`config.mk`:
```
export PLATFORM = sky130hd
export DESIGN_NAME = uart_tx_arbiter
export DESIGN_NICKNAME = d
export VERILOG_FILES = /design/src/rtl/uart_tx_arbiter_pkg.sv /design/src/rtl/uart_tx_arbiter_rr_pick.sv /design/src/rtl/uart_tx_arbiter.sv
export SDC_FILE = /design/constraint.sdc
export NUM_CORES = 1
export LEC_CHECK = 0
export ABC_AREA = 1
export BUFFER_PORTS_ARGS = -buffer_cell sky130_fd_sc_hd__buf_2
export CAP_MARGIN = 20
export CORE_ASPECT_RATIO = 1.4
export CORE_UTILIZATION = 30
export DETAILED_ROUTE_END_ITERATION = 10
export GPL_ROUTABILITY_DRIVEN = 0
export PLACE_DENSITY = 0.57
export SLEW_MARGIN = 20
export SYNTH_ARGS = -nofsm -noshare
export SYNTH_HDL_FRONTEND = slang
export SYNTH_HIERARCHICAL = 1
export SYNTH_SLANG_ARGS = --single-unit
```
`constraint.sdc`:
```
create_clock -name clk -period 2.36 [get_ports clk]
set_input_delay 0.236 -clock clk [delete_from_list [all_inputs] [get_ports clk]]
set_output_delay 0.236 -clock clk [all_outputs]
set_load 0.005 [all_outputs]
```
`src/rtl/uart_tx_arbiter_pkg.sv`:
```
// rtl/uart_tx_arbiter_pkg.sv - shared state encoding and widths for the uart_tx arbiter
//
// Purpose: one place for the arbiter FSM state type and the default UART byte width,
//          so that the top and any future sibling blocks agree on them.
// Contents:
//   UART_DATA_W  default byte width of uart_tx
//   state_t      ST_IDLE, ST_SEND, ST_ACK, ST_DRAIN
package uart_tx_arbiter_pkg;

  localparam int UART_DATA_W = 8;

  typedef enum logic [1:0] {
    ST_IDLE  = 2'd0,
    ST_SEND  = 2'd1,
    ST_ACK   = 2'd2,
    ST_DRAIN = 2'd3
  } state_t;

endpackage

```
`src/rtl/uart_tx_arbiter_rr_pick.sv`:
```
// rtl/uart_tx_arbiter_rr_pick.sv - combinational round-robin winner select
//
// Purpose: finds the first set request bit scanning ptr, ptr+1, ... modulo N_REQ.
// Ports:
//   req  in   N_REQ  request vector
//   ptr  in   ID_W   index with highest priority this round
//   any  out  1      at least one request bit is set
//   idx  out  ID_W   winning index (0 when any is low)
module uart_tx_arbiter_rr_pick #(
  parameter int N_REQ = 4,
  parameter int ID_W  = 2
) (
  input  logic [N_REQ-1:0] req,
  input  logic [ID_W-1:0]  ptr,
  output logic             any,
  output logic [ID_W-1:0]  idx
);

  // ptr + k folded back into 0..N_REQ-1; works for non-power-of-two N_REQ
  function automatic logic [ID_W-1:0] slot(input logic [ID_W-1:0] p, input int k);
    int s;
    s = int'(p) + k;
    if (s >= N_REQ) s = s - N_REQ;
    return ID_W'(s);
  endfunction

  // Scan from the farthest offset down to ptr so the nearest set bit wins last
  always_comb begin
    any = 1'b0;
    idx = '0;
    for (int k = N_REQ - 1; k >= 0; k--) begin
      if (req[slot(ptr, k)]) begin
        any = 1'b1;
        idx = slot(ptr, k);
      end
    end
  end

endmodule

```
`src/rtl/uart_tx_arbiter.sv`:
```
// rtl/uart_tx_arbiter.sv - round-robin sharing of one uart_tx between N_REQ byte producers
//
// Purpose: grants one byte per turn, holds it on tx_data with tx_start high until
//          uart_tx reports done, pulses the owner's ack, then waits for done to fall.
// Ports:
//   rst       in   1             asynchronous active-high reset
//   clk       in   1             system clock
//   req       in   N_REQ         requester i holds a byte
//   req_data  in   N_REQ*DATA_W  byte of requester i at [i*DATA_W +: DATA_W]
//   ack       out  N_REQ         one-cycle pulse, byte of requester i has left the line
//   busy      out  1             FSM not idle
//   grant_id  out  ID_W          requester being served
//   tx_data   out  DATA_W        registered byte to uart_tx
//   tx_start  out  1             start level to uart_tx
//   tx_done   in   1             done from uart_tx
module uart_tx_arbiter
  import uart_tx_arbiter_pkg::*;
#(
  parameter int N_REQ  = 4,
  parameter int DATA_W = UART_DATA_W,
  parameter int ID_W   = 2
) (
  input  logic                    rst,
  input  logic                    clk,
  input  logic [N_REQ-1:0]        req,
  input  logic [N_REQ*DATA_W-1:0] req_data,
  output logic [N_REQ-1:0]        ack,
  output logic                    busy,
  output logic [ID_W-1:0]         grant_id,
  output logic [DATA_W-1:0]       tx_data,
  output logic                    tx_start,
  input  logic                    tx_done
);

  localparam logic [ID_W-1:0] LAST_ID = ID_W'(N_REQ - 1);

  state_t              state, state_nx;
  logic [ID_W-1:0]     ptr, ptr_nx;
  logic [ID_W-1:0]     grant_nx;
  logic [DATA_W-1:0]   data_nx;
  logic                start_nx;
  logic [N_REQ-1:0]    ack_nx;
  logic                pick_any;
  logic [ID_W-1:0]     pick_idx;
  logic [DATA_W-1:0]   req_bytes [N_REQ];

  for (genvar i = 0; i < N_REQ; i++) begin : g_unpack
    assign req_bytes[i] = req_data[i*DATA_W +: DATA_W];
  end

  uart_tx_arbiter_rr_pick #(
    .N_REQ (N_REQ),
    .ID_W  (ID_W)
  ) u_rr_pick (
    .req (req),
    .ptr (ptr),
    .any (pick_any),
    .idx (pick_idx)
  );

  assign busy = (state != ST_IDLE);

  always_ff @(posedge clk or posedge rst) begin
    if (rst) begin
      state    <= ST_IDLE;
      ptr      <= '0;
      grant_id <= '0;
      tx_data  <= '0;
      tx_start <= 1'b0;
      ack      <= '0;
    end else begin
      state    <= state_nx;
      ptr      <= ptr_nx;
      grant_id <= grant_nx;
      tx_data  <= data_nx;
      tx_start <= start_nx;
      ack      <= ack_nx;
    end
  end

  // Outputs are registered: values computed here appear in the state being entered,
  // so tx_start/ack are already correct during SEND and ACK respectively.
  always_comb begin
    state_nx = state;
    ptr_nx   = ptr;
    grant_nx = grant_id;
    data_nx  = tx_data;
    start_nx = tx_start;
    ack_nx   = '0;
    case (state)
      ST_IDLE: begin
        // tx_done is deliberately not looked at here
        if (pick_any) begin
          state_nx = ST_SEND;
          grant_nx = pick_idx;
          data_nx  = req_bytes[pick_idx];
          start_nx = 1'b1;
        end
      end
      ST_SEND: begin
        if (tx_done) begin
          state_nx         = ST_ACK;
          start_nx         = 1'b0;
          ack_nx[grant_id] = 1'b1;
        end
      end
      ST_ACK: begin
        state_nx = ST_DRAIN;
        ptr_nx   = (grant_id == LAST_ID) ? '0 : grant_id + 1'b1;
      end
      ST_DRAIN: begin
        // a level-style done may still be high; wait it out so it is not seen twice
        if (!tx_done) state_nx = ST_IDLE;
      end
      default: state_nx = ST_IDLE;
    endcase
  end

endmodule

```
==> results of run 1 <==
[per-layer routing]
layer  track usage  routed length [um]
met1        0.1538                1378
met2        0.2343                1496
met3       0.02336                 126
met4       0.03805                  33
met5             0                   0
[power breakdown]
part           total, mW  switching [mW]  internal [mW]  leakage [nW]
registers          0.602           0.130          0.472         0.237
logic               1.51           0.927          0.584         0.846
clock network      0.220           0.100          0.120        0.0228
[layout make-up]
class                   count  share of cell area
clock buffers               4             0.02546
flip-flops and latches     19              0.2694
well taps                  62             0.04385
inverters                  37             0.08204
repair buffers             56              0.1612
multi-input cells         155              0.4180
[cells by family (layout without fill, tap and decap cells)]
kind of cell | count (synthesis) | count (layout)
compound gates | 10 | 10
fa+ha+maj | 10 | 10
buf+inv | 42 | 97
flops | 19 | 19
mux | 1 | 1
simple gates | 134 | 134
[registers in the layout, summed over array words and instances (netlist names)]
| register | flops |
|---|---|
| tx_start | 1 |
| ack | 4 |
| tx_data | 8 |
| grant_id | 2 |
| state | 2 |
| ptr | 2 |
[placed cells by master (no fill, tap or decap)]
cell and count:
mux2_2 1, nand2_2 4, clkbuf_1 1, nor2_2 2
a21boi_1 1, dfrtp_1 18, inv_2 2, buf_2 54
clkbuf_8 3, inv_6 1, o21ai_0 1, o21ai_2 1
nand2_1 101, and2_4 1, dfrtp_2 1, nand3_1 19
a21oi_1 2, ha_1 10, clkinv_2 1, buf_4 2
o21ai_1 5, inv_1 33, nor2_1 7
[stage by stage]
step	area, um^2	hold WS (ns)	setup WS (ns)	util
2_1_floorplan	1410	0.1871	0.7265	-
3_3_place_gp	1723	0.4054	0.3144	0.3799
3_5_place_dp	1723	0.4059	0.2758	0.3799
4_1_cts	1768	0.1271	0.2661	0.3898
5_1_grt	1769	0.1632	0.1321	0.3901
6_report	1769	0.09684	0.4179	0.3901
[critical path: stages (launching register included)]
cell and delay (ns):
dfrtp_2 0.49, inv_1 0.13, nand2_1 0.07, and2_4 0.14, nand2_2 0.06, nand2_2 0.05
clkinv_2 0.04, nand2_1 0.04, nand2_1 0.05, nand2_1 0.23, inv_6 0.22, nand2_1 0.07
nand3_1 0.07, nand2_1 0.05, nand2_1 0.06, nand2_1 0.05
[path summary, 6_finish.rpt]
kind                        startpoint          to  slack (ns)  cells after the start
max                             ptr[0]  tx_data[2]        0.42                     15
min                                rst  tx_data[5]         0.1                      2
max reg2reg                     ptr[0]  tx_data[2]        0.42                     15
min reg2reg                   tx_start    tx_start        0.49                      2
max in group asynchronous          rst      ptr[0]        1.76                      2
min in group clk           req_data[0]  tx_data[0]        0.28                      5
[repair_timing]
| action | in CTS | in global routing |
|---|---|---|
| resized for setup | 0 | 1 |
| endpoints found under the setup margin | 0 | 1 |
| setup buffers | 0 | 0 |
==> results by group, run 1 <==
Detailed routing
  • Initial DRC Count: 24
  • Routed WL: roughly 3000 um
  • DR pass1 iterations: 4
  • Vias per inst: approximately 4.2
  • # DRC: 0
  • Detailed-route via count: between 1k and 1.5k
  • ANT nets after route: 0
  • WL/cell: a little over 9 um

Critical path
  • CP arrival: roughly 2.1 ns
  • Critical path class: flop to flop
  • Startpoint types: flop
  • Worst setup EP type: flop
  • CP max FO: 17
  • CP Data Required Time: between 2 and 3 ns

Global routing
  • First-pass GRT wire length: about 5200 um
  • Pin count of the biggest net entering global routing: 20
  • Remaining global-route overflow: 0
  • Initial antenna violation count: 0
  • Total track usage: 0.1314
  • Vias in the first global route: around 1.3k

Floorplanning
  • Chip Width: 59.94 um
  • Die footprint: roughly 5000 um^2
  • # rows: 29
  • IO Pins: 55
  • Starting density of the core: 0.3109
  • Core Box Area: around 4500 um^2
  • Die height: about 83 um

Clocking
  • H-Tree Depth: 1
  • Clock-pin slew of the registers on the worst-case setup and hold paths: 0.07 ns
  • TritonCTS clock tree: done
  • Clock Path Buffers: 2
  • Clock sinks: 19
  • CTS hold repair buffers: 0
  • Clock Tree Root: clkbuf_8
  • CTS buffer count: 3
  • Clock Latency Late Sink: between 0.2 and 0.3 ns

Logic synthesis
  • Yosys top cell area share: 0.3372
  • Mean Syn Cell Area: ~6.5 um^2
  • Mux cell area share after synthesis: 0.007986
  • Synth Cell Area: 1410 um^2
  • Most numerous cell in the Yosys netlist: nand2_1
  • Synth area leaders: dfrtp_1 34%, nand2_1 27%, ha_1 8.9%
  • Syn nets: about 270
  • Yosys top cell by area: dfrtp_1
  • FFs w/ async S/R, synth: 1.000
  • Synth Flop Type: dfrtp_1
  • Synth Area in Compound Gates: 0.03993
  • Yosys reg bits: 19
  • Sequential area share after synthesis: 0.3372
  • Ys Warns: 6
  • EDFF count, synth: 0
  • Synth Area in Adders: 0.08873
  • Netlist cell types: 20
  • Main combinational cell family by area after synthesis: simple AND/OR/NAND/NOR gates
  • Most frequent cells after synthesis: 101 x nand2_1, 33 x inv_1, 19 x dfrtp_1, 19 x nand3_1, 10 x ha_1
  • Simple-gate share of the synthesized area: 0.3878
  • Post-Synth XOR/XNOR Area: 0
  • Cells after synthesis: ~220

Layout
  • Syn-to-layout area delta: 25.47%
  • Reg area: between 400 and 500 um^2
  • Finished Layout Cells: between 300 and 400
  • Filler Cell Count: 509
  • ANT cells: 0
  • Nets: between 300 and 400
  • Layout cell share with drive strength beyond 1: 0.2694
  • Area of the multi-input gates: around 740 um^2

Place
  • # port buffers: 54
  • Placed cell count: between 300 and 400
  • Placed wire-length estimate: 2457 um

Worst hold path
  • Worst hold path type: primary input to asynchronous set/reset pin

STA
  • Unrepaired setup endpoints after global routing: false
  • Min cycle time layout: 1.942 ns
  • Worst slew pin tran: slightly above 0.7 ns
  • Slew Limit Fails: 0
  • Tcrit/Tclk final: 0.8229
  • Slew margin rel.: 0.5158
  • Maximum clock frequency: around 500 MHz
  • Clock Skews: 0.001332 ns
  • Hold Fails Final Rpt: 0
  • Final setup viols: 0
  • Total negative setup slack: 0 ns

Run
  • Max Cap Viol: 0

Power
  • Pwr dens: around 1300 nW/um^2
  • Pleak: approximately 1.1 nW
  • Pwr Total: 2.334 mW
  • VDD IR-drop max: just over 0.0004 V

Run status
  • Status: completed
(Power assumes the default switching activity.)
==> run 2: changes to the inputs <==
- PLACE_DENSITY: 0.57 -> 0.59
- clock period: 2.36 -> 1.7 ns (I/O delays scaled with it)
==> run 2 against run 1 <==
The run now ends with negative setup slack left. First-iteration DRC count rose by 21%. Flip-flop and latch count stayed put. Count of clock-buffer cells in the layout is the same. Via count up 6.1%. Die area stayed put. Worst setup slack lost 0.47 ns. Clock skew is 0.00088 ns higher. Clock power up 44%. Non-clock buffer count increased by 15. Sequential power increased by 39%.
==> results by group, run 2 (synthesized netlist as in run 1, its figures left out) <==
Detailed routing
  • Routed WL: 3350 um (+10%)
  • Vias per inst: 4.250 (+1.5%)
  • Detailed-route via count: 1479 (+6.1%)
  • ANT nets after route: 0 (unchanged)
  • WL/cell: 9.626 um (+5.6%)
  • # DRC: 0 (unchanged)
  • DR pass1 iterations: 4 (unchanged)
  • Initial DRC Count: 29 (+21%)

Clocking
  • Clock Latency Late Sink: 0.26 ns (about the same)
  • Clock Path Buffers: 2 (unchanged)
  • Clock sinks: 19 (unchanged)
  • CTS buffer count: 3 (unchanged)
  • Clock-pin slew of the registers on the worst-case setup and hold paths: 0.07 ns (about the same)
  • H-Tree Depth: 1 (unchanged)
  • TritonCTS clock tree: done
  • Clock Tree Root: clkbuf_8

Global routing
  • Pin count of the biggest net entering global routing: 20 (unchanged)
  • Initial antenna violation count: 0 (unchanged)
  • Total track usage: 0.1452 (+0.01374)
  • Vias in the first global route: 1351 (+2.7%)
  • Remaining global-route overflow: 0 (unchanged)
  • First-pass GRT wire length: 5561 um (+7.8%)

Layout
  • Syn-to-layout area delta: 44.01%
  • Most frequent cells in the layout: 88 x nand2_1, 54 x buf_2, 32 x inv_1, 18 x dfrtp_1, 17 x nand3_1
  • Largest register FFs: 8 (unchanged)
  • Finished Cell Area: 2031 um^2 (+15%)
  • ANT cells: 0 (unchanged)
  • Most common cell after layout, fill and taps aside: nand2_1
  • Register name with the most flops: tx_data
  • Largest registers: tx_data x8, ack x4
  • Nets: 336 (+4.7%)
  • Layout cell share with drive strength beyond 1: 0.3741 (+0.1048)

Place
  • Setup WS pre-CTS: -0.1157 ns (-0.3915 ns)
  • # port buffers: 54 (unchanged)
  • Placed Area: 1838 um^2 (+6.7%)
  • Placed wire-length estimate: 2565 um (+4.4%)

STA
  • Slew Limit Fails: 0 (unchanged)
  • Tcrit/Tclk final: 1.031 (+0.2079)
  • Worst slew pin tran: 0.2466 ns (-0.4790 ns)
  • Final setup viols: 8 (+8)
  • Total negative setup slack: -0.2548 ns (-0.2548 ns)
  • Slew margin rel.: 0.8356 (+0.3198)
  • Maximum clock frequency: 570.6 MHz (+11%)
  • Unrepaired setup endpoints after global routing: true
  • Hold Fails Final Rpt: 0 (unchanged)
  • Clock Skews: 0.002215 ns (+0.0008831 ns)
  • Final setup margin: -0.05250 ns (-0.4704 ns)
  • Min cycle time layout: 1.752 ns (-0.1896 ns)

Worst hold path
  • Worst hold path type: primary input to flop

Critical path
  • CP Data Required Time: 1.85 ns (-0.65 ns)
  • Cell Chain, Critical Path: buf_6, nand2_1, nand2_2, nand2_2, nand3_2, nand3_1, nand2_2, buf_12, clkbuf_16, nand2_1, nand2_1, nand2_1, nand3_1
  • CP max FO: 9 (-8)
  • Most used cell, CP: nand2_1
  • CP arrival: 1.90 ns (-0.19 ns)
  • Worst setup EP type: flop
  • Worst path max stage delay: 0.48 ns (about the same)
  • Slowest-stage cell, CP: dfrtp_2
  • Startpoint types: flop
  • Critical path class: flop to flop

Floorplanning
  • # rows: 29 (unchanged)
  • IO Pins: 55 (unchanged)
  • Die footprint: 4982 um^2 (unchanged)
  • Chip Width: 59.94 um (unchanged)
  • Starting density of the core: 0.3109 (unchanged)
  • Core Box Area: 4536 um^2 (unchanged)
  • Die height: 83.12 um (unchanged)

Run status
  • Status: complete, but fails checks
  • Failing checks: negative setup slack

Run
  • Max Cap Viol: 0 (unchanged)

Power
  • VDD IR-drop max: 0.0009243 V (+130%)
  • Pleak: 1.219 nW (+10%)
  • Pwr dens: 2045 nW/um^2 (+55%)
-- run 2: per-layer routing --
metal | up-vias | wire length [um] | share of wire | track usage
li1 | 782 | - | - | -
met1 | 653 | 1397 | 0.42 | 0.1746
met2 | 40 | 1766 | 0.53 | 0.2485
met3 | 4 | 127 | 0.038 | 0.01246
met4 | 0 | 58 | 0.017 | 0.07188
met5 | - | 0 | 0 | 0
-- run 2: path summary, 6_finish.rpt --
kind	start	endpoint	slack (ns)	depth (start not counted)
min in group asynchronous	rst	state[1]	0.47	4
hold / removal	req_data[4]	tx_data[4]	0.20	5
setup reg to reg	ptr[0]	tx_data[6]	-0.05	13
max in group asynchronous	rst	ptr[0]	1.01	4
setup / recovery	ptr[0]	tx_data[6]	-0.05	13
hold reg to reg	tx_data[3]	tx_data[3]	0.49	2
-- run 2: cell type report --
class / count / area (um^2)
clock buffers: 4 / 45.04
fillers: 504 / 2505
inverters: 37 / 158.9
multi-input cells: 155 / 818.3
flip-flops and latches: 19 / 476.7
well taps: 62 / 77.57
repair buffers: 71 / 454.2
-- run 2: where the power goes --
| group | switching [mW] | internal (mW) |
|---|---|---|
| Combinational | 1.60 | 1.40 |
| Clock | 0.151 | 0.167 |
| Sequential | 0.182 | 0.656 |
| Total | 1.93 | 2.22 |
-- run 2: repair_timing --
action,4_1_cts,5_1_grt
pin swaps,3,4
endpoints found under the setup margin,9,12
hold buffers,1,0
endpoints found under the hold margin,19,0
buffers inserted,1,0
resized for setup,10,22
cloned,0,1
-- run 2: stage by stage --
| step | util | instances | total power [mW] | hold WS (ns) |
|---|---|---|---|---|
| 6_report | 0.4477 | 348 | 4.152 | 0.2040 |
| 2_1_floorplan | - | 216 | 2.562 | 0.1211 |
| 3_3_place_gp | 0.4052 | 341 | 3.338 | 0.2019 |
| 3_5_place_dp | 0.4052 | 341 | 3.362 | 0.2078 |
| 5_1_grt | 0.4477 | 348 | 4.648 | 0.2236 |
| 4_1_cts | 0.4268 | 347 | 3.868 | 0.2020 |
-- run 2: worst max-delay path, delay by kind of cell (launching register included) --
family                 cells  cell delay, ns
buffers and inverters      3            0.46
DFF                        1            0.48
and+or+nand+nor           10            0.69
